`config.mk`:
```
export PLATFORM = sky130hd
export DESIGN_NAME = seg_display_ctrl_flat
export DESIGN_NICKNAME = d
export VERILOG_FILES = /design/src/rtl/seg_pkg.sv /design/src/rtl/seg_display_ctrl_if.sv /design/src/rtl/btn_debounce.sv /design/src/rtl/seg_display_ctrl.sv /design/src/flat_wrapper.sv
export SDC_FILE = /design/constraint.sdc
export NUM_CORES = 1
export LEC_CHECK = 0
export ABC_AREA = 0
export ABC_CLOCK_PERIOD_IN_PS = 5400
export CELL_PAD_IN_SITES_DETAIL_PLACEMENT = 1
export CELL_PAD_IN_SITES_GLOBAL_PLACEMENT = 1
export CORE_MARGIN = 10
export CORE_UTILIZATION = 38
export DETAILED_ROUTE_END_ITERATION = 8
export PLACE_DENSITY_LB_ADDON = 0.1
export SLEW_MARGIN = 30
export SYNTH_ARGS = -nofsm -noshare
export SYNTH_HDL_FRONTEND = slang
export SYNTH_SLANG_ARGS = --single-unit
```
`constraint.sdc`:
```
create_clock -name clk -period 5.4 [get_ports clk]
set_input_delay 1.08 -clock clk [delete_from_list [all_inputs] [get_ports clk]]
set_output_delay 1.08 -clock clk [all_outputs]
set_load 0.01 [all_outputs]
```
`src/rtl/seg_pkg.sv`:
```
// Shared constants and the hex-to-7-segment decoder for the debug display.
package seg_pkg;
    localparam int         NDIG    = 8;
    localparam logic [7:0] SEG_OFF = 8'hFF;
    localparam logic [7:0] AN_OFF  = 8'hFF;

    // Active-low segment pattern, bit order g,f,e,d,c,b,a.
    function automatic logic [6:0] hex7(input logic [3:0] nib);
        logic [6:0] seg;
        case (nib)
            4'h0:    seg = 7'h40;
            4'h1:    seg = 7'h79;
            4'h2:    seg = 7'h24;
            4'h3:    seg = 7'h30;
            4'h4:    seg = 7'h19;
            4'h5:    seg = 7'h12;
            4'h6:    seg = 7'h02;
            4'h7:    seg = 7'h78;
            4'h8:    seg = 7'h00;
            4'h9:    seg = 7'h10;
            4'hA:    seg = 7'h08;
            4'hB:    seg = 7'h03;
            4'hC:    seg = 7'h46;
            4'hD:    seg = 7'h21;
            4'hE:    seg = 7'h06;
            default: seg = 7'h0E;
        endcase
        return seg;
    endfunction
endpackage

```
`src/rtl/seg_display_ctrl_if.sv`:
```
// Board-facing signal bundle of the debug display: button, debug words, display drive.
// Handshake: none; words are sampled levels, SEG/AN/sel are registered and valid every cycle.
interface seg_display_ctrl_if;
    logic        btn0;
    logic [31:0] word0;
    logic [31:0] word1;
    logic [31:0] word2;
    logic [31:0] word3;
    logic [7:0]  SEG;
    logic [7:0]  AN;
    logic [1:0]  sel;
    logic        dbg_level;

    modport master (
        output btn0, word0, word1, word2, word3,
        input  SEG, AN, sel, dbg_level
    );

    modport slave (
        input  btn0, word0, word1, word2, word3,
        output SEG, AN, sel, dbg_level
    );
endinterface

```
`src/rtl/btn_debounce.sv`:
```
// Button conditioner: 2-FF synchroniser, stable-level debouncer and a one-cycle press pulse.
module btn_debounce #(
    parameter int DEB_CYC = 1_000_000
) (
    input  logic clk,
    input  logic reset,
    input  logic din,
    output logic level,
    output logic press
);
    localparam int CNT_W = (DEB_CYC > 1) ? $clog2(DEB_CYC) : 1;

    logic             r_sync1;
    logic             r_sync2;
    logic             r_level;
    logic             r_press;
    logic [CNT_W-1:0] r_cnt;

    // The level flips only after DEB_CYC consecutive disagreeing samples;
    // a single agreeing sample restarts the count.
    always_ff @(posedge clk or posedge reset) begin
        if (reset) begin
            r_sync1 <= 1'b0;
            r_sync2 <= 1'b0;
            r_level <= 1'b0;
            r_press <= 1'b0;
            r_cnt   <= '0;
        end else begin
            r_sync1 <= din;
            r_sync2 <= r_sync1;
            r_press <= 1'b0;
            if (r_sync2 == r_level) begin
                r_cnt <= '0;
            end else if (r_cnt == CNT_W'(DEB_CYC - 1)) begin
                r_level <= r_sync2;
                r_press <= r_sync2;
                r_cnt   <= '0;
            end else begin
                r_cnt <= r_cnt + CNT_W'(1);
            end
        end
    end

    assign level = r_level;
    assign press = r_press;
endmodule

```
`src/rtl/seg_display_ctrl.sv`:
```
// 8-digit hex debug display: button-stepped word selector, per-frame snapshot and
// time-multiplexed digit scanner with blanking at the start of every digit slot.
module seg_display_ctrl
    import seg_pkg::*;
#(
    parameter int NUM_WORDS = 4,
    parameter int SCAN_BITS = 17,
    parameter int BLANK_CYC = 16,
    parameter int DEB_CYC   = 1_000_000
) (
    input  logic              clk,
    input  logic              reset,
    seg_display_ctrl_if.slave bus
);
    localparam int         OFS_BITS = SCAN_BITS - 3;
    localparam logic [1:0] LAST_SEL = 2'(NUM_WORDS - 1);

    logic                 w_level;
    logic                 w_press;
    logic [1:0]           r_sel;
    logic [SCAN_BITS-1:0] r_scan;
    logic [31:0]          r_snap;
    logic [31:0]          w_word;
    logic [31:0]          w_frame;
    logic [2:0]           w_digit;
    logic [OFS_BITS-1:0]  w_ofs;
    logic [3:0]           w_nib;
    logic                 w_blank;
    logic [NDIG-1:0]      r_an;
    logic [7:0]           r_seg;
    logic [NDIG-1:0]      w_an_next;
    logic [7:0]           w_seg_next;

    btn_debounce #(.DEB_CYC(DEB_CYC)) u_debounce (
        .clk   (clk),
        .reset (reset),
        .din   (bus.btn0),
        .level (w_level),
        .press (w_press)
    );

    always_ff @(posedge clk or posedge reset) begin
        if (reset) begin
            r_sel <= 2'd0;
        end else if (w_press) begin
            r_sel <= (r_sel == LAST_SEL) ? 2'd0 : r_sel + 2'd1;
        end
    end

    // Indices beyond NUM_WORDS are never reached by r_sel; they fold onto word0.
    always_comb begin
        w_word = bus.word0;
        case (r_sel)
            2'd0:    w_word = bus.word0;
            2'd1:    w_word = bus.word1;
            2'd2:    w_word = (NUM_WORDS > 2) ? bus.word2 : bus.word0;
            default: w_word = (NUM_WORDS > 3) ? bus.word3 : bus.word0;
        endcase
    end

    always_ff @(posedge clk or posedge reset) begin
        if (reset) begin
            r_scan <= '0;
            r_snap <= '0;
        end else begin
            r_scan <= r_scan + SCAN_BITS'(1);
            if (r_scan == '0) begin
                r_snap <= w_word;
            end
        end
    end

    // At scan==0 the snapshot is being loaded, so the decoder sees the incoming word.
    always_comb begin
        w_digit    = r_scan[SCAN_BITS-1 -: 3];
        w_ofs      = r_scan[OFS_BITS-1:0];
        w_frame    = (r_scan == '0) ? w_word : r_snap;
        w_nib      = w_frame[{w_digit, 2'b00} +: 4];
        w_blank    = (32'(w_ofs) < 32'(BLANK_CYC));
        w_an_next  = AN_OFF;
        w_seg_next = SEG_OFF;
        if (!w_blank) begin
            w_an_next  = ~(NDIG'(1) << w_digit);
            w_seg_next = {({1'b0, r_sel} == w_digit) ? 1'b0 : 1'b1, hex7(w_nib)};
        end
    end

    always_ff @(posedge clk or posedge reset) begin
        if (reset) begin
            r_an  <= AN_OFF;
            r_seg <= SEG_OFF;
        end else begin
            r_an  <= w_an_next;
            r_seg <= w_seg_next;
        end
    end

    assign bus.AN        = r_an;
    assign bus.SEG       = r_seg;
    assign bus.sel       = r_sel;
    assign bus.dbg_level = w_level;
endmodule
```
`src/flat_wrapper.sv`:
```
// flat-port wrapper written by rule: the top's interface ports become plain ports
module seg_display_ctrl_flat import seg_pkg::*;
#(
    parameter int NUM_WORDS = 4,
    parameter int SCAN_BITS = 17,
    parameter int BLANK_CYC = 16,
    parameter int DEB_CYC   = 1_000_000
)
  (clk, reset, bus_btn0, bus_word0, bus_word1, bus_word2, bus_word3, bus_SEG, bus_AN, bus_sel, bus_dbg_level);
  seg_display_ctrl_if bus_i ();
  input  logic clk;
  input  logic reset;
  input wire logic [$bits(bus_i.btn0)-1:0] bus_btn0;
  input wire logic [$bits(bus_i.word0)-1:0] bus_word0;
  input wire logic [$bits(bus_i.word1)-1:0] bus_word1;
  input wire logic [$bits(bus_i.word2)-1:0] bus_word2;
  input wire logic [$bits(bus_i.word3)-1:0] bus_word3;
  output wire logic [$bits(bus_i.SEG)-1:0] bus_SEG;
  output wire logic [$bits(bus_i.AN)-1:0] bus_AN;
  output wire logic [$bits(bus_i.sel)-1:0] bus_sel;
  output wire logic [$bits(bus_i.dbg_level)-1:0] bus_dbg_level;
  assign bus_i.btn0 = bus_btn0;
  assign bus_i.word0 = bus_word0;
  assign bus_i.word1 = bus_word1;
  assign bus_i.word2 = bus_word2;
  assign bus_i.word3 = bus_word3;
  assign bus_SEG = bus_i.SEG;
  assign bus_AN = bus_i.AN;
  assign bus_sel = bus_i.sel;
  assign bus_dbg_level = bus_i.dbg_level;
  seg_display_ctrl #(.NUM_WORDS(NUM_WORDS), .SCAN_BITS(SCAN_BITS), .BLANK_CYC(BLANK_CYC), .DEB_CYC(DEB_CYC)) u_core (.clk(clk), .reset(reset), .bus(bus_i));
endmodule
```
==> results.yml, run 1 <==
timing:
  fmax_ghz: 0.284
  finalCriticalPeriod_ps: 3520
  fin_crit_sh_pct: 65.3
  skew_ps: 7.44
  tightestPinTransition_ps: 779
  fin_setup_tns_ps: 0
  finalWorstSetupSlack_ps: 1880
  whs_ps: 361
  setup_violations: 0
  slew-limit-headroom_pct: 48.0
  rsz0062_at_grt: "false"
  drv_slew: 0
  hold_violations: 0
logic_synthesis:
  ys_types: 52
  synth_edf_count: 0
  synthTopCellsByCount: "dfrtp_1 (75), nor2_1 (62), nand2_1 (48)"
  ys_ff_latch: 91
  synthesis.area_sq_mm: 0.00496
  synth_fp_nets: 655
  netlist_instances: 510
  yosys.area.top_type: "dfrtp_1"
  ys.flop_type: "dfrtp_1"
  synth.most_common_cell: "dfrtp_1"
  ys_top_cells_by_area: "dfrtp_1 (38%), dfstp_2 (8.5%), a222oi_1 (6.5%)"
  synth_warnings: 0
  synth_area_per_cell_sq_um: 9.72
  ys_seq_area_share_pct: 46.3
  synth_top_area_share_pct: 37.9
  async_reset_ff_share_pct: 100
floorplanning:
  rows: 41
  start_util_pct: 39.0
  core-area_sq_mm: 0.0127
  boundaryPins: 150
  die-area_sq_mm: 0.0180
  die_y_microns: 134
  die_width_microns: 134
cts:
  clk_latency_ps: 350
  numCtsBuffers: 9
  cts_hold_buffers: 0
  clk_pin_slew_ps: 70
  cts.sinks: 91
  cts_root_buf: "clkbuf_16"
  post_cts_buffers: 0
  htreeDepth: 3
  clk_path_buf_depth: 2
  postCtsResizedCells: 0
  cts_tree: "done"
worst_setup_path:
  crit_fanout: 32
  crit_type: "flip-flop to flip-flop"
  end_kind: "flip-flop"
  critPathArrivalTime_ps: 3800
  critPathLaunchType: "flip-flop"
  required_ps: 5680
placed_design:
  dp_hpwl_mm: 12.4
  dpl.cell_count: 803
  io_buffer_count: 149
  place_area_sq_mm: 0.00657
  pre_cts_slack_ps: 1990
  routabilityCongestion: 0.792
global_routing:
  grt_overflow_total: 0
  grt_pass1_wl_mm: 25.8
  antenna_found_initial: 0
  grt_pass1_vias: 4919
  grtUsageTotal_pct: 17.8
  grt_max_degree: 48
routing:
  via_count: 4468
  initialDrtViolationCount: 288
  firstDrtPassIters: 7
  drc: 0
  post_drt_wl_per_cell_microns: 19.8
  vias_per_cell: 5.46
  wirelength_mm: 16.2
  ant_nets: 0
run:
  maxCapViolCount: 0
pwr:
  power_density_mw_per_mm2: 221
  leakage_nw: 2.84
  total_power_mw: 1.51
  peakVddDrop_mv: 0.157
final_layout:
  area_growth_pct: 38.4
  fin_nets: 787
  final_cells: 819
  diodes: 0
  fin_area_sq_mm: 0.00686
  nFillCells: 1467
  drive_above_1_share_pct: 9.27
  finalCoreUtilization_pct: 53.9
run_status:
  outcome: "completed"
min_path:
  worstHoldPathType: "flip-flop to flip-flop"
where the power goes:
part           switching, mW  internal (mW)
Clock                  0.279          0.329
Combinational         0.0699          0.122
Sequential           0.00980          0.704
per-layer routing:
layer	up-vias	track usage, %	share of wire, %
met5	-	0	0
met4	0	5.93	1.2
met3	15	4.93	6.2
met2	127	30.5	49
met1	2206	21.0	44
li1	2120	-	-
state kept, by name, indices dropped and copies added (netlist names):
signal / flops
u_core.bus.sel: 2
u_core.u_debounce.r_sync2: 1
u_core.bus.AN: 8
u_core.bus.SEG: 8
u_core.u_debounce.r_cnt: 20
u_core.r_scan: 17
u_core.u_debounce.press: 1
u_core.u_debounce.level: 1
u_core.u_debounce.r_sync1: 1
u_core.r_snap: 32
final timing paths:
kind                                           start                         to  slack, ps  cells after the start
setup / recovery                    u_core.r_scan[5]          u_core.bus.SEG[0]       1880                      9
hold / removal             u_core.u_debounce.r_sync1  u_core.u_debounce.r_sync2        360                      0
setup reg to reg                    u_core.r_scan[5]          u_core.bus.SEG[0]       1880                      9
hold reg to reg            u_core.u_debounce.r_sync1  u_core.u_debounce.r_sync2        360                      0
max in group asynchronous                      reset          u_core.r_snap[29]       3150                      3
min in group asynchronous                      reset           u_core.r_scan[3]       1160                      2
worst max-delay path, cell delays in order, from the launching register on:
cell,delay [ps]
dfrtp_1,450
nor4_4,410
and3_1,450
nand3_2,520
o211ai_1,380
nand3_1,250
ha_1,360
nor3_1,310
mux2i_1,160
o211a_1,150
cell families (layout without fill, tap and decap cells):
kind of cell             count (synthesis)  in the layout  share of synthesized area (%)
AND/OR/NAND/NOR                        181            181                           18.2
AO/OA/AOI/OAI                          123            123                           17.3
flip-flops                              91             91                           46.3
buffers and inverters                   48            185                           3.99
XOR/XNOR                                36             36                           6.36
multiplexers                            17             17                           4.24
adder cells (fa/ha/maj)                 14             14                           3.53
area by class of cell:
type	instances	area (sq um)	share of cell area, %
Clock buffer	10	239	3.48
Clock inverter	6	46.3	0.675
Inverter	14	53.8	0.784
Multi-Input combinational cell	371	2470	36.1
Sequential cell	91	2300	33.5
Tap cell	172	215	3.14
Timing Repair Buffer	155	1540	22.4
layout by cell type (no fill, tap or decap), drive strengths merged, types with 9 or more instances in the layout:
cell,instances
a21oi,32
a222oi,32
and3,12
clkbuf,10
clkdlybuf4s50,149
dfrtp,75
dfstp,16
ha,14
inv,16
mux2,9
nand2,48
nand3,28
nor2,62
o21ai,35
xnor2,26
xor2,10
Power figures use the tool's default switching activity.
==> run 2, diff against run 1 <==
ABC_CLOCK_PERIOD_IN_PS = 3000   (was 5400)
CORE_UTILIZATION = 32   (was 38)
clock period = 3 ns   (was 5.4 ns; I/O delays follow)
==> results.yml, run 2 (synthesis gave the netlist of run 1 again) <==
final_layout:
  final_cells: 850
  largest_reg_flops: 32
  area_growth_pct: 41.4
  finalCoreUtilization_pct: 46.1
  final_common_cell: "clkdlybuf4s50_1"
  fin_nets: 801
  top_register: "u_core.r_snap"
  top_regs: "u_core.r_snap (32), u_core.u_debounce.r_cnt (20), u_core.r_scan (17)"
  drive_above_1_share_pct: 11.2
  layout_common_cells: "clkdlybuf4s50_1 (149), dfrtp_1 (75), nor2_1 (62)"
timing:
  rsz0062_at_grt: "false"
  finalCriticalPeriod_ps: 2770
  fin_setup_tns_ps: 0
  skew_ps: 9.41
  hold_violations: 0
  fmax_ghz: 0.361
  tightestPinTransition_ps: 749
  setup_violations: 0
  fin_crit_sh_pct: 92.3
  slew-limit-headroom_pct: 50.1
  drv_slew: 0
  whs_ps: 349
min_path:
  hold_path_depth: 0
  worstHoldPathType: "flip-flop to flip-flop"
global_routing:
  grt_pass1_wl_mm: 26.6
  grtUsageTotal_pct: 16.4
  antenna_found_initial: 1
  grt_overflow_total: 0
  grt_pass1_vias: 4835
  grt_max_degree: 39
routing:
  post_drt_wl_per_cell_microns: 19.5
  via_count: 4467
  drc: 0
  ant_nets: 0
  initialDrtViolationCount: 297
  wirelength_mm: 16.6
  firstDrtPassIters: 7
  vias_per_cell: 5.26
floorplanning:
  rows: 45
  boundaryPins: 150
  start_util_pct: 32.6
  core-area_sq_mm: 0.0152
  die-area_sq_mm: 0.0209
  die_width_microns: 144
  die_y_microns: 144
placed_design:
  routabilityCongestion: 0.762
  io_buffer_count: 149
  dp_hpwl_mm: 13.3
  dpl.cell_count: 833
worst_setup_path:
  crit_fanout: 9
  critPathLaunchType: "flip-flop"
  crit_type: "flip-flop to flip-flop"
  critPathArrivalTime_ps: 3040
  r2r_slack_ps: 230
  end_kind: "flip-flop"
  required_ps: 3270
  r2r_cells: 12
pwr:
  peakVddDrop_mv: 0.261
  leakage_nw: 2.92
  power_density_mw_per_mm2: 394
run_status:
  outcome: "completed"
cts:
  numCtsBuffers: 9
  clk_latency_ps: 350
  cts_root_buf: "clkbuf_16"
  clk_path_buf_depth: 2
  cts_tree: "done"
  clk_pin_slew_ps: 70
  htreeDepth: 3
  post_cts_buffers: 0
  cts.sinks: 91
run:
  maxCapViolCount: 0
## run 2: path summary, 6_finish.rpt
check,to,startpoint
max,u_core.bus.SEG[1],u_core.bus.sel[0]
min,u_core.u_debounce.r_sync2,u_core.u_debounce.r_sync1
max reg2reg,u_core.bus.SEG[1],u_core.bus.sel[0]
min reg2reg,u_core.u_debounce.r_sync2,u_core.u_debounce.r_sync1
max in group asynchronous,u_core.bus.SEG[3],reset
min in group asynchronous,u_core.u_debounce.r_cnt[3],reset
## run 2: per-stage QoR
stage	area, sq um	total power, mW	setup WS (ps)
2_1_floorplan	4960	1.43	62.9
3_3_place_gp	6710	1.66	227
3_5_place_dp	6710	1.66	161
4_1_cts	7000	2.81	153
5_1_grt	7010	2.90	4.03
6_report	7010	2.77	230
## run 2: what timing repair did
action / in CTS / in global routing
hold buffers: 0 / 0
endpoints found under the setup margin: 0 / 3
resized for setup: 0 / 2
## run 2: layout make-up
| cell class | count | area [sq um] |
|---|---|---|
| Sequential cell | 91 | 2300 |
| Tap cell | 188 | 235 |
| Fill cell | 1727 | 8190 |
| Clock buffer | 10 | 229 |
| Antenna cell | 1 | 2.50 |
| Clock inverter | 6 | 65.1 |
| Multi-Input combinational cell | 371 | 2480 |
| Inverter | 14 | 53.8 |
| Timing Repair Buffer | 169 | 1650 |
## run 2: where the power goes
group / internal [mW] / switching [mW]
clock network: 0.647 / 0.481
registers: 1.27 / 0.0168
logic: 0.224 / 0.129
total: 2.14 / 0.627
## run 2: worst max-delay path, stage by stage, from the launching register on
cell	delay [ps]
dfrtp_1	390
buf_4	160
ha_1	340
a222oi_1	390
nor2_1	70
a21oi_1	160
o211ai_1	100
and3_2	290
inv_1	130
ha_1	270
inv_1	60
nor3_1	40
a211o_1	270
## run 2: per-layer routing
metal | GRT usage [%] | wire, microns | vias to the layer above | part of all wire, %
li1 | - | - | 2140 | -
met4 | 3.35 | 162 | 0 | 0.98
met5 | 0 | 0 | - | 0
met3 | 5.74 | 1100 | 10 | 6.6
met2 | 28.3 | 8470 | 104 | 51
met1 | 19.0 | 6880 | 2213 | 41
